--- config.mk ---
export PLATFORM = sky130hd
export DESIGN_NAME = ps2_key_decoder
export DESIGN_NICKNAME = d
export VERILOG_FILES = /design/src/rtl/ps2_key_decoder.sv
export SDC_FILE = /design/constraint.sdc
export NUM_CORES = 1
export LEC_CHECK = 0
export CORE_ASPECT_RATIO = 1.25
export CORE_MARGIN = 2
export CORE_UTILIZATION = 55
export DETAILED_ROUTE_END_ITERATION = 12
export GPL_TIMING_DRIVEN = 0
export HOLD_SLACK_MARGIN = 0.1
export PLACE_DENSITY_LB_ADDON = 0.15
export RECOVER_POWER = 50
export SYNTH_ARGS = -nofsm -noshare
export SYNTH_HDL_FRONTEND = slang
export SYNTH_SLANG_ARGS = --single-unit
--- constraint.sdc ---
create_clock -name clk -period 2.56 [get_ports clk]
set_input_delay 0.768 -clock clk [delete_from_list [all_inputs] [get_ports clk]]
set_output_delay 0.768 -clock clk [all_outputs]
set_load 0.1 [all_outputs]
--- src/rtl/ps2_key_decoder.sv ---
// PS/2 scan-code-set-2 decoder: tracks E0/F0 prefixes, skips the E1 Pause
// sequence and maintains held-key state for two players.
module ps2_key_decoder #(
    parameter int TIMEOUT_CYCLES = 100000
) (
    input  logic       clk,
    input  logic       rst_n,
    input  logic [7:0] scan_code,
    input  logic       scan_valid,
    output logic [4:0] p1_keys,
    output logic [4:0] p2_keys,
    output logic       p1_bomb,
    output logic       p2_bomb,
    output logic       kb_reset
);

    localparam int CW = $clog2(TIMEOUT_CYCLES + 1);

    typedef enum logic [2:0] {
        S_IDLE,
        S_EXT,
        S_BRK,
        S_EXT_BRK,
        S_SKIP
    } state_t;

    state_t        state, state_n;
    logic [CW-1:0] cnt, cnt_n;
    logic [2:0]    skip, skip_n;
    logic [4:0]    p1_n, p2_n;
    logic          kb_reset_n;
    logic [4:0]    p1_mask, p2_mask;
    logic          timeout;

    // Bit order {up,down,left,right,bomb}
    always_comb begin
        p1_mask = '0;
        case (scan_code)
            8'h1D: p1_mask = 5'b10000;
            8'h1B: p1_mask = 5'b01000;
            8'h1C: p1_mask = 5'b00100;
            8'h23: p1_mask = 5'b00010;
            8'h29: p1_mask = 5'b00001;
            default: p1_mask = '0;
        endcase
    end

    always_comb begin
        p2_mask = '0;
        case (scan_code)
            8'h75: p2_mask = 5'b10000;
            8'h72: p2_mask = 5'b01000;
            8'h6B: p2_mask = 5'b00100;
            8'h74: p2_mask = 5'b00010;
            8'h14: p2_mask = 5'b00001;
            default: p2_mask = '0;
        endcase
    end

    // A byte arriving in the timeout cycle takes precedence over the timeout
    assign timeout = (state != S_IDLE) && !scan_valid && (cnt == CW'(TIMEOUT_CYCLES - 1));

    always_comb begin
        state_n    = state;
        cnt_n      = cnt;
        skip_n     = skip;
        p1_n       = p1_keys;
        p2_n       = p2_keys;
        kb_reset_n = 1'b0;

        if (state != S_IDLE) begin
            if (scan_valid)
                cnt_n = '0;
            else if (timeout)
                cnt_n = '0;
            else
                cnt_n = cnt + 1'b1;
        end else begin
            cnt_n = '0;
        end

        if (timeout) begin
            state_n = S_IDLE;
        end else if (scan_valid) begin
            case (state)
                S_IDLE: begin
                    case (scan_code)
                        8'hE0: state_n = S_EXT;
                        8'hF0: state_n = S_BRK;
                        8'hE1: begin
                            state_n = S_SKIP;
                            skip_n  = 3'd7;
                        end
                        8'hAA, 8'hFC: begin
                            p1_n       = '0;
                            p2_n       = '0;
                            kb_reset_n = 1'b1;
                        end
                        default: p1_n = p1_keys | p1_mask;
                    endcase
                end
                S_EXT: begin
                    if (scan_code == 8'hF0) begin
                        state_n = S_EXT_BRK;
                    end else begin
                        p2_n    = p2_keys | p2_mask;
                        state_n = S_IDLE;
                    end
                end
                S_BRK: begin
                    p1_n    = p1_keys & ~p1_mask;
                    state_n = S_IDLE;
                end
                S_EXT_BRK: begin
                    p2_n    = p2_keys & ~p2_mask;
                    state_n = S_IDLE;
                end
                S_SKIP: begin
                    if (skip == 3'd1)
                        state_n = S_IDLE;
                    skip_n = skip - 1'b1;
                end
                default: state_n = S_IDLE;
            endcase
        end
    end

    always_ff @(posedge clk) begin
        if (!rst_n) begin
            state    <= S_IDLE;
            cnt      <= '0;
            skip     <= '0;
            p1_keys  <= '0;
            p2_keys  <= '0;
            p1_bomb  <= 1'b0;
            p2_bomb  <= 1'b0;
            kb_reset <= 1'b0;
        end else begin
            state    <= state_n;
            cnt      <= cnt_n;
            skip     <= skip_n;
            p1_keys  <= p1_n;
            p2_keys  <= p2_n;
            p1_bomb  <= p1_n[0] & ~p1_keys[0];
            p2_bomb  <= p2_n[0] & ~p2_keys[0];
            kb_reset <= kb_reset_n;
        end
    end

endmodule

Word level (Yosys, flattened, before mapping)

Index checks and enable logic that the tools add are counted.

Register bits: 36
Output and inout bits: 13
Logic and storage cells: 89

Add/subtract/negate cells: 2
Eq/ne operators: 27
Mux-type cells: 18
Bitwise logic cells: 15
Reductions and logical operators: 17

Operators by type and width:

| cell                                          | count |
|---|---|
| case mux 5 bit (5 select lines)               | 2 |
| == test 8 bit, second input constant          | 5 |
| == test 8 x 5 -> 1 bit, second input constant | 4 |
| == test 8 x 7 -> 1 bit, second input constant | 4 |
| case mux 5 bit (2 select lines)               | 2 |
| case mux 3 bit (3 select lines)               | 2 |
| adder 17 x 1 -> 17 bit, second input constant | 1 |
| == test 17 bit, second input constant         | 1 |
| == test 8 x 6 -> 1 bit, second input constant | 2 |
| case mux 5 bit (3 select lines)               | 1 |
| AND 5 bit                                     | 2 |
| 2-to-1 mux 5 bit                              | 2 |
| inverter 5 bit                                | 2 |
| OR 5 bit                                      | 2 |
| AND reduction 4 bit                           | 2 |
| OR reduction 4 bit                            | 2 |
| inverter 1 bit                                | 7 |
| == test 3 x 1 -> 1 bit, second input constant | 2 |
| == test 3 x 2 -> 1 bit, second input constant | 2 |
| 2-to-1 mux 3 bit                              | 2 |
| inequality test 2 bit, second input constant  | 3 |
| case mux 3 bit (2 select lines)               | 1 |
| nonzero test 3 bit                            | 2 |
| 2-to-1 mux 1 bit                              | 5 |
| 14 further kinds                              | 19 |

Longest topological paths before layout

Gate-level depths: netlist (run 1).

Word-level depth: 8
Mapped depth: 7

Worst setup path before layout (run 1)

No wires, ideal clock.

Kind: input port to flip-flop
Start: input port scan_code[0]
End: register p2_keys[2]
Library setup time: 0.135 ns
Arrival time: 1.878 ns
Path slack: 0.547 ns
Cell stages on the path: 6
Path buffers: 1
Cell sequence: buf_2 -> or2_4 -> nor4_4 -> o31ai_2 -> o211ai_1 -> o21ai_0

Cells in the longest elaborated chain, start to end: 5

RTL lines:

| element                                                                 | RTL line | RTL |
|---|---|---|
| from (decl)                                                             | 8        | `input logic [7:0] scan_code,` |
| == test 8 x 5 -> 1 bit / == test 8 x 7 -> 1 bit (equally long branches) | 50       | `case (scan_code)` |
| case mux 5 bit (5 select lines)                                         | 50       |  |
| OR 5 bit / inverter 5 bit (equally long branches)                       | 106, 115 |  |
| 2-to-1 mux 5 bit / AND 5 bit (equally long branches)                    | 103, 115 |  |
| case mux 5 bit (3 select lines)                                         | 85       | `case (state)` |
| to (signal assigned)                                                    | 143      | `p2_keys <= p2_n;` |
| to (decl)                                                               | 11       | `output logic [4:0] p2_keys,` |

Parallel ways exist; a longest one is shown, timed or not. The select of a mux whose other input is x is not followed.
A chain may end at the register's enable or synchronous reset.

Final worst setup path (run 1)

Start: register p1_keys[1]
End: output port p1_keys[1]

RTL lines:

| element                | RTL line | RTL |
|---|---|---|
| from (decl)            | 10       | `output logic [4:0] p1_keys,` |
| from (signal assigned) | 142      | `p1_keys <= p1_n;` |

No word-level cell between the ends.

==> impl_metrics.env, run 1 <==
export IMPL_synth_top_area_frac=0.356
export IMPL_drive_above_1_share=0.102
export IMPL_clock_sinks=36
export IMPL_ys_types=53
export IMPL_cp_required_ns=1.79
export IMPL_groute_usage_overall=0.241
export IMPL_combPwrFrac=0.080
export IMPL_area_delta_synth_final_pct=14.2
export IMPL_routed_wl_um=4400
export IMPL_irDropWorstVdd_uv=555
export IMPL_clkPwrFrac=0.373
export IMPL_drt_pass1_iter_count=4
export IMPL_synth_seq_area_share=0.356
export IMPL_cp_startpoint="p1_keys[1]$_SDFFE_PN0P_"
export IMPL_port_buffers=20
export IMPL_seq_power_share=0.547
export IMPL_syn_avg_cell_area_um2=8.50
export IMPL_max_slew_worst_pin_slew_ns=1.16
export IMPL_final_nets=279
export IMPL_grt_pass1_vias=1711
export IMPL_slew_headroom=0.228
export IMPL_antenna_found_initial=0
export IMPL_r2r_slack_ns=0.50
export IMPL_fp_dieW_um=58.2
export IMPL_dp_hpwl_um=3230
export IMPL_first_iter_violations=94
export IMPL_async_flop_share=0
export IMPL_wl_per_cell_um=14.5
export IMPL_swShare=0.242
export IMPL_outcome="finished clean"
export IMPL_viasPerCell=5.84
export IMPL_diodes=0
export IMPL_synthTopCellsByCount="dfxtp_1 (36), nor2_1 (34), nand2_1 (20), inv_1 (11), xor2_1 (11)"
export IMPL_finalClockSkew_ns=0.00546
export IMPL_worstSkewPairLatency_ns=0.29
export IMPL_p_leak_nw=0.802
export IMPL_timing_hold_violations_final=0
export IMPL_power_density_nw_per_um2=444
export IMPL_grt_pass1_wl_um=7870
export IMPL_yosys_most_used_dff="dfxtp_1"
export IMPL_grt_ovfl_total=0
export IMPL_cp_start_kind="flop"
export IMPL_critPathSlowestCell="clkdlybuf4s50_1"
export IMPL_place_area_um2=2270
export IMPL_rows=24
export IMPL_clockBufferDepth=2
export IMPL_worstReg2RegEnd="cnt[14]$_SDFF_PP0_"
export IMPL_p_int_w=0.000777
export IMPL_multi_input_area_um2=1170
export IMPL_synth_area_top_cells="dfxtp_1 (36%), nor2_1 (6.3%), xor2_1 (4.8%)"
export IMPL_path_cells="clkdlybuf4s50_1"
export IMPL_yosysMostFrequentCell="dfxtp_1"
export IMPL_synth_edf_count=0
export IMPL_period_share=0.983
export IMPL_fin_crit_ns=2.52
export IMPL_fp_dieH_um=71.8
export IMPL_r2r_cells=7
export IMPL_path_depth=1
export IMPL_worst_path_buf_inv=1
export IMPL_pin_count=24
export IMPL_worstSetupPathType="flop to primary output"
export IMPL_p_sw_w=0.000248
export IMPL_crit_family="buffers and inverters"
export IMPL_grt_setup_unrepaired="no"
export IMPL_grt_max_degree=11
export IMPL_endpoint_kind="primary output"
export IMPL_vias=1776
export IMPL_antenna_left=0
export IMPL_ys_ff_latch=36
export IMPL_r2r_start="cnt[0]$_SDFF_PP0_"
export IMPL_cts_tree="yes"
export IMPL_crit_end="p1_keys[1]"
export IMPL_cts_buffers=5
export IMPL_critPathMaxFanout=2
export IMPL_remaining_drc_errors=0
export IMPL_postLayoutCellArea_um2=2310
export IMPL_globalplace_congestion=0.941
export IMPL_clockRootBuffer="clkbuf_8"
export IMPL_syn_area_um2=2020
export IMPL_yosysTopAreaCell="dfxtp_1"
export IMPL_setup_tns_ns=0
export IMPL_cp_arrival_ns=1.75
export IMPL_post_cts_setup_buffers=0
export IMPL_cts_htree_levels=2
export IMPL_hold_buffers=0
export IMPL_max_freq_mhz=397
export IMPL_cts_clk_slew_worst_paths_ns=0.07
export IMPL_ff_latch_area_um2=721
export IMPL_place_inst=297
export IMPL_cap_viol_max_count=0
export IMPL_synth_nets=252
export IMPL_dieArea_um2=4180
export IMPL_power_total_w=0.00103
export IMPL_maxSlewViolCount=0
export IMPL_hp_class="flop to flop"
export IMPL_finalSetupViolCount=0
export IMPL_core_um2=3510
export IMPL_fill_cells=343
export IMPL_slowest_delay_ns=1.13
export IMPL_synthCells=238
export IMPL_synth_warnings=0
export IMPL_fin_cells=304
export IMPL_initial_utilization=0.576
==> state kept, by name, indices dropped and copies added, names as in the netlist <==
signal	cells
skip	3
p2_bomb	1
p1_bomb	1
p2_keys	5
kb_reset	1
cnt	17
p1_keys	5
state	3
==> routing by layer <==
metal  vias to the layer above  global-route usage  share of wire
li1                        904                   -              -
met1                       841               0.296           0.43
met2                        27               0.417           0.52
met3                         4              0.0523          0.033
met4                         0              0.0724          0.010
met5                         -                   0              0
==> power by group through the flow <==
stage / Sequential [W] / Clock [W] / Combinational, W
after detailed placement: 0.000574 / 0 / 0.0000806
final: 0.000561 / 0.000383 / 0.0000816
after CTS: 0.000561 / 0.000395 / 0.0000814
after global routing: 0.000561 / 0.000415 / 0.0000900
after global placement: 0.000574 / 0 / 0.0000809
after floorplan: 0.000576 / 0 / 0.0000480
==> worst min path at each step <==
stage / startpoint / end / slack (ns) / cells past startpoint
after floorplan: cnt[0]$_SDFF_PP0_ / cnt[0]$_SDFF_PP0_ / 0.43 / 1
after global placement: cnt[0]$_SDFF_PP0_ / cnt[0]$_SDFF_PP0_ / 0.44 / 1
after detailed placement: cnt[0]$_SDFF_PP0_ / cnt[0]$_SDFF_PP0_ / 0.46 / 1
after CTS: cnt[0]$_SDFF_PP0_ / cnt[0]$_SDFF_PP0_ / 0.47 / 1
after global routing: p1_keys[0]$_SDFF_PN0_ / p1_bomb$_SDFF_PN0_ / 0.50 / 1
final: cnt[0]$_SDFF_PP0_ / cnt[0]$_SDFF_PP0_ / 0.47 / 1
==> layout by cell type, fill, tap and decap left out, types with 2 or more instances in the layout <==
| cell type | Yosys | final |
|---|---|---|
| a21oi_1 | 6 | 6 |
| mux2i_1 | 2 | 2 |
| nor3_4 | 2 | 2 |
| xor2_1 | 11 | 11 |
| nand4b_1 | 2 | 2 |
| and4bb_2 | 2 | 2 |
| nand2_1 | 20 | 20 |
| a41oi_1 | 3 | 3 |
| a211oi_1 | 2 | 2 |
| nand3_1 | 8 | 9 |
| clkdlybuf4s50_1 | 0 | 12 |
| nor4b_1 | 2 | 2 |
| inv_1 | 11 | 11 |
| buf_6 | 4 | 4 |
| xnor2_1 | 5 | 5 |
| a31oi_1 | 3 | 3 |
| nor2_1 | 34 | 34 |
| nand2b_1 | 6 | 6 |
| clkbuf_1 | 1 | 8 |
| nor3_1 | 5 | 5 |
| o21ai_0 | 7 | 7 |
| nor3_2 | 3 | 3 |
| and2_1 | 2 | 2 |
| o211ai_1 | 6 | 6 |
| and3_1 | 5 | 5 |
| ha_1 | 3 | 3 |
| dfxtp_1 | 36 | 36 |
| nand4_1 | 8 | 8 |
| o21a_1 | 2 | 2 |
| o31ai_1 | 3 | 3 |
| buf_2 | 3 | 2 |
| clkbuf_8 | 1 | 6 |
| nor2b_1 | 3 | 3 |
| nor4_1 | 5 | 5 |
| dlygate4sd2_1 | 0 | 2 |
| and4_1 | 2 | 2 |
| a21o_1 | 2 | 2 |
==> area by class of cell <==
class	instances	share of cell area
buffer	10	0.0352
clock inverter	1	0.00217
inverter	11	0.0179
multi-input combinational	181	0.508
tap	39	0.0211
clock buffer	6	0.0314
sequential	36	0.312
timing repair buffer	20	0.0720
==> timing repair <==
item | CTS | global route
pin swaps | 0 | 0
endpoints found under the setup margin | 2 | 5
resized for setup | 2 | 5
==> logic make-up after synthesis <==
logic type	count (synthesis)	synth area share
xor gates and xnor gates	16	0.0693
DFF	36	0.356
adders and majority gates	3	0.0186
buffers and inverters	21	0.0612
and+or+nand+nor	120	0.349
muxes	2	0.00990
AOI/OAI and AO/OA	40	0.135
==> stage by stage <==
step / setup slack (ns) / utilization / hold WS, ns
3_5_place_dp: -0.0883 / 0.647 / 0.458
2_1_floorplan: 0.547 / - / 0.430
4_1_cts: 0.00141 / 0.668 / 0.474
6_report: 0.0431 / 0.657 / 0.467
5_1_grt: 0.00164 / 0.657 / 0.497
3_3_place_gp: -0.0796 / 0.647 / 0.443
No activity file was read; power rests on OpenSTA's default activity.
==> run 2: changes to the inputs <==
- RECOVER_POWER: 50 -> not set
==> run 2 against run 1 <==
  * Clock-buffer cell count unchanged
  * Final area up 2.2%
  * Clock skew is essentially flat
  * Global-route usage is the same
  * Power about the same
  * Utilization rose by 1.4 points
  * Clock power barely moved
  * Non-clock buffer count stayed put
  * Routed wire length increased by 0.14%
  * Largest power group unchanged
==> impl_metrics.env, run 2 (synthesis results as in run 1) <==
export IMPL_viasPerCell=5.85
export IMPL_hp_class="flop to flop"
export IMPL_grt_pass1_vias=1711
export IMPL_fin_cells=304
export IMPL_endpoint_kind="primary output"
export IMPL_fp_dieH_um=71.8
export IMPL_worstSetupPathType="flop to primary output"
export IMPL_critPathSlowestCell="clkdlybuf4s50_1"
export IMPL_final_cell_mix="dfxtp_1 (36), nor2_1 (34), nand2_1 (20), clkdlybuf4s50_1 (13)"
export IMPL_groute_usage_overall=0.241
export IMPL_grt_max_degree=11
export IMPL_first_iter_violations=87
export IMPL_p_leak_nw=0.908
export IMPL_finalSetupViolCount=0
export IMPL_clockBufferDepth=2
export IMPL_place_inst=297
export IMPL_grt_ovfl_total=0
export IMPL_grt_setup_unrepaired="no"
export IMPL_worst_path_buf_inv=1
export IMPL_fin_crit_ns=2.52
export IMPL_max_freq_mhz=397
export IMPL_clock_sinks=36
export IMPL_routed_wl_um=4400
export IMPL_drt_pass1_iter_count=6
export IMPL_final_nets=279
export IMPL_holdCritStartpoint="cnt[0]$_SDFF_PP0_"
export IMPL_cts_htree_levels=2
export IMPL_timing_hold_violations_final=0
export IMPL_core_um2=3510
export IMPL_remaining_drc_errors=0
export IMPL_port_buffers=20
export IMPL_vias=1778
export IMPL_dieArea_um2=4180
export IMPL_hold_buffers=0
export IMPL_mostFrequentLayoutCell="dfxtp_1"
export IMPL_setup_ws_ns=0.0406
export IMPL_maxSlewViolCount=0
export IMPL_area_delta_synth_final_pct=16.6
export IMPL_finalClockSkew_ns=0.00544
export IMPL_cp_arrival_ns=1.75
export IMPL_largest_register_ffs=17
export IMPL_slowest_delay_ns=1.13
export IMPL_cp_required_ns=1.79
export IMPL_pin_count=24
export IMPL_cts_tree="yes"
export IMPL_max_slew_worst_pin_slew_ns=0.970
export IMPL_diodes=0
export IMPL_irDropWorstVdd_uv=554
export IMPL_initial_utilization=0.576
export IMPL_slew_headroom=0.351
export IMPL_crit_family="buffers and inverters"
export IMPL_critPathMaxFanout=2
export IMPL_globalplace_congestion=0.941
export IMPL_power_total_w=0.00103
export IMPL_largest_register="cnt"
export IMPL_fp_dieW_um=58.2
export IMPL_antenna_left=0
export IMPL_period_share=0.984
export IMPL_power_density_nw_per_um2=435
export IMPL_worstSkewPairLatency_ns=0.29
export IMPL_fill_cells=336
export IMPL_multi_input_area_um2=1180
export IMPL_wl_per_cell_um=14.5
export IMPL_outcome="finished clean"
export IMPL_cts_clk_slew_worst_paths_ns=0.07
export IMPL_antenna_found_initial=0
export IMPL_drive_above_1_share=0.109
export IMPL_path_cells="clkdlybuf4s50_1"
export IMPL_r2r_start="cnt[0]$_SDFF_PP0_"
export IMPL_largestRegisters="cnt x17, p1_keys x5, p2_keys x5"
export IMPL_cts_buffers=5
export IMPL_cap_viol_max_count=0
export IMPL_cp_start_kind="flop"
export IMPL_rows=24
export IMPL_place_ws_ns=-0.0883
export IMPL_ff_latch_area_um2=721
export IMPL_grt_pass1_wl_um=7870
export IMPL_dp_hpwl_um=3230
export IMPL_cp_startpoint="p1_keys[1]$_SDFFE_PN0P_"
export IMPL_clockRootBuffer="clkbuf_8"
[run 2: changes by cell type in the layout (fill, tap and decap cells not counted), sizes merged]
cell | before | now
buf | 6 | 7
clkbuf | 15 | 9
dlygate4sd3 | 1 | 0
clkdlybuf4s50 | 12 | 13
dlymetal6s2s | 0 | 5
[run 2: worst paths after layout]
check / to / slack (ns) / cells after the start
max: p1_keys[1] / 0.04 / 1
max reg2reg: cnt[14]$_SDFF_PP0_ / 0.76 / 7
min: cnt[0]$_SDFF_PP0_ / 0.47 / 1
min reg2reg: cnt[0]$_SDFF_PP0_ / 0.47 / 1
[run 2: timing repair]
item / CTS / global route
cloned: 0 / 0
setup buffers: 0 / 0
gates resized for setup: 2 / 5
setup endpoints to repair: 2 / 5
[run 2: layer usage]
metal	global-route usage	part of all wire
met1	0.296	0.43
met2	0.417	0.52
met3	0.0523	0.033
met4	0.0724	0.010
met5	0	0
[run 2: where the power goes]
part,switching (W),internal (W),total [W],leakage (nW)
combinational,0.0000502,0.0000323,0.0000824,0.577
clock,0.000198,0.000185,0.000383,0.0410
sequential,0.000000436,0.000560,0.000561,0.290
total,0.000249,0.000778,0.00103,0.908
[run 2: metrics by stage]
| step | setup TNS (ns) | instance area (um^2) | hold slack, ns | util |
|---|---|---|---|---|
| after global routing | 0 | 2360 | 0.497 | 0.672 |
| final | 0 | 2360 | 0.467 | 0.672 |
| after CTS | 0 | 2350 | 0.474 | 0.668 |
| after detailed placement | -0.434 | 2270 | 0.458 | 0.647 |
| after global placement | -0.341 | 2270 | 0.443 | 0.647 |
| after floorplan | 0 | 2020 | 0.430 | - |
[run 2: cell type report]
class	count	area share
Buffer	10	0.0350
Clock inverter	1	0.00212
Tap cell	39	0.0207
Multi-Input combinational cell	181	0.499
Clock buffer	6	0.0308
Inverter	11	0.0175
Sequential cell	36	0.305
Timing Repair Buffer	20	0.0891
==> run 3: changes to the inputs <==
- CTS_CLUSTER_SIZE: not set -> 16
==> results of run 3 <==
The final DEF is identical to that of run 2; final timing and power are the same.
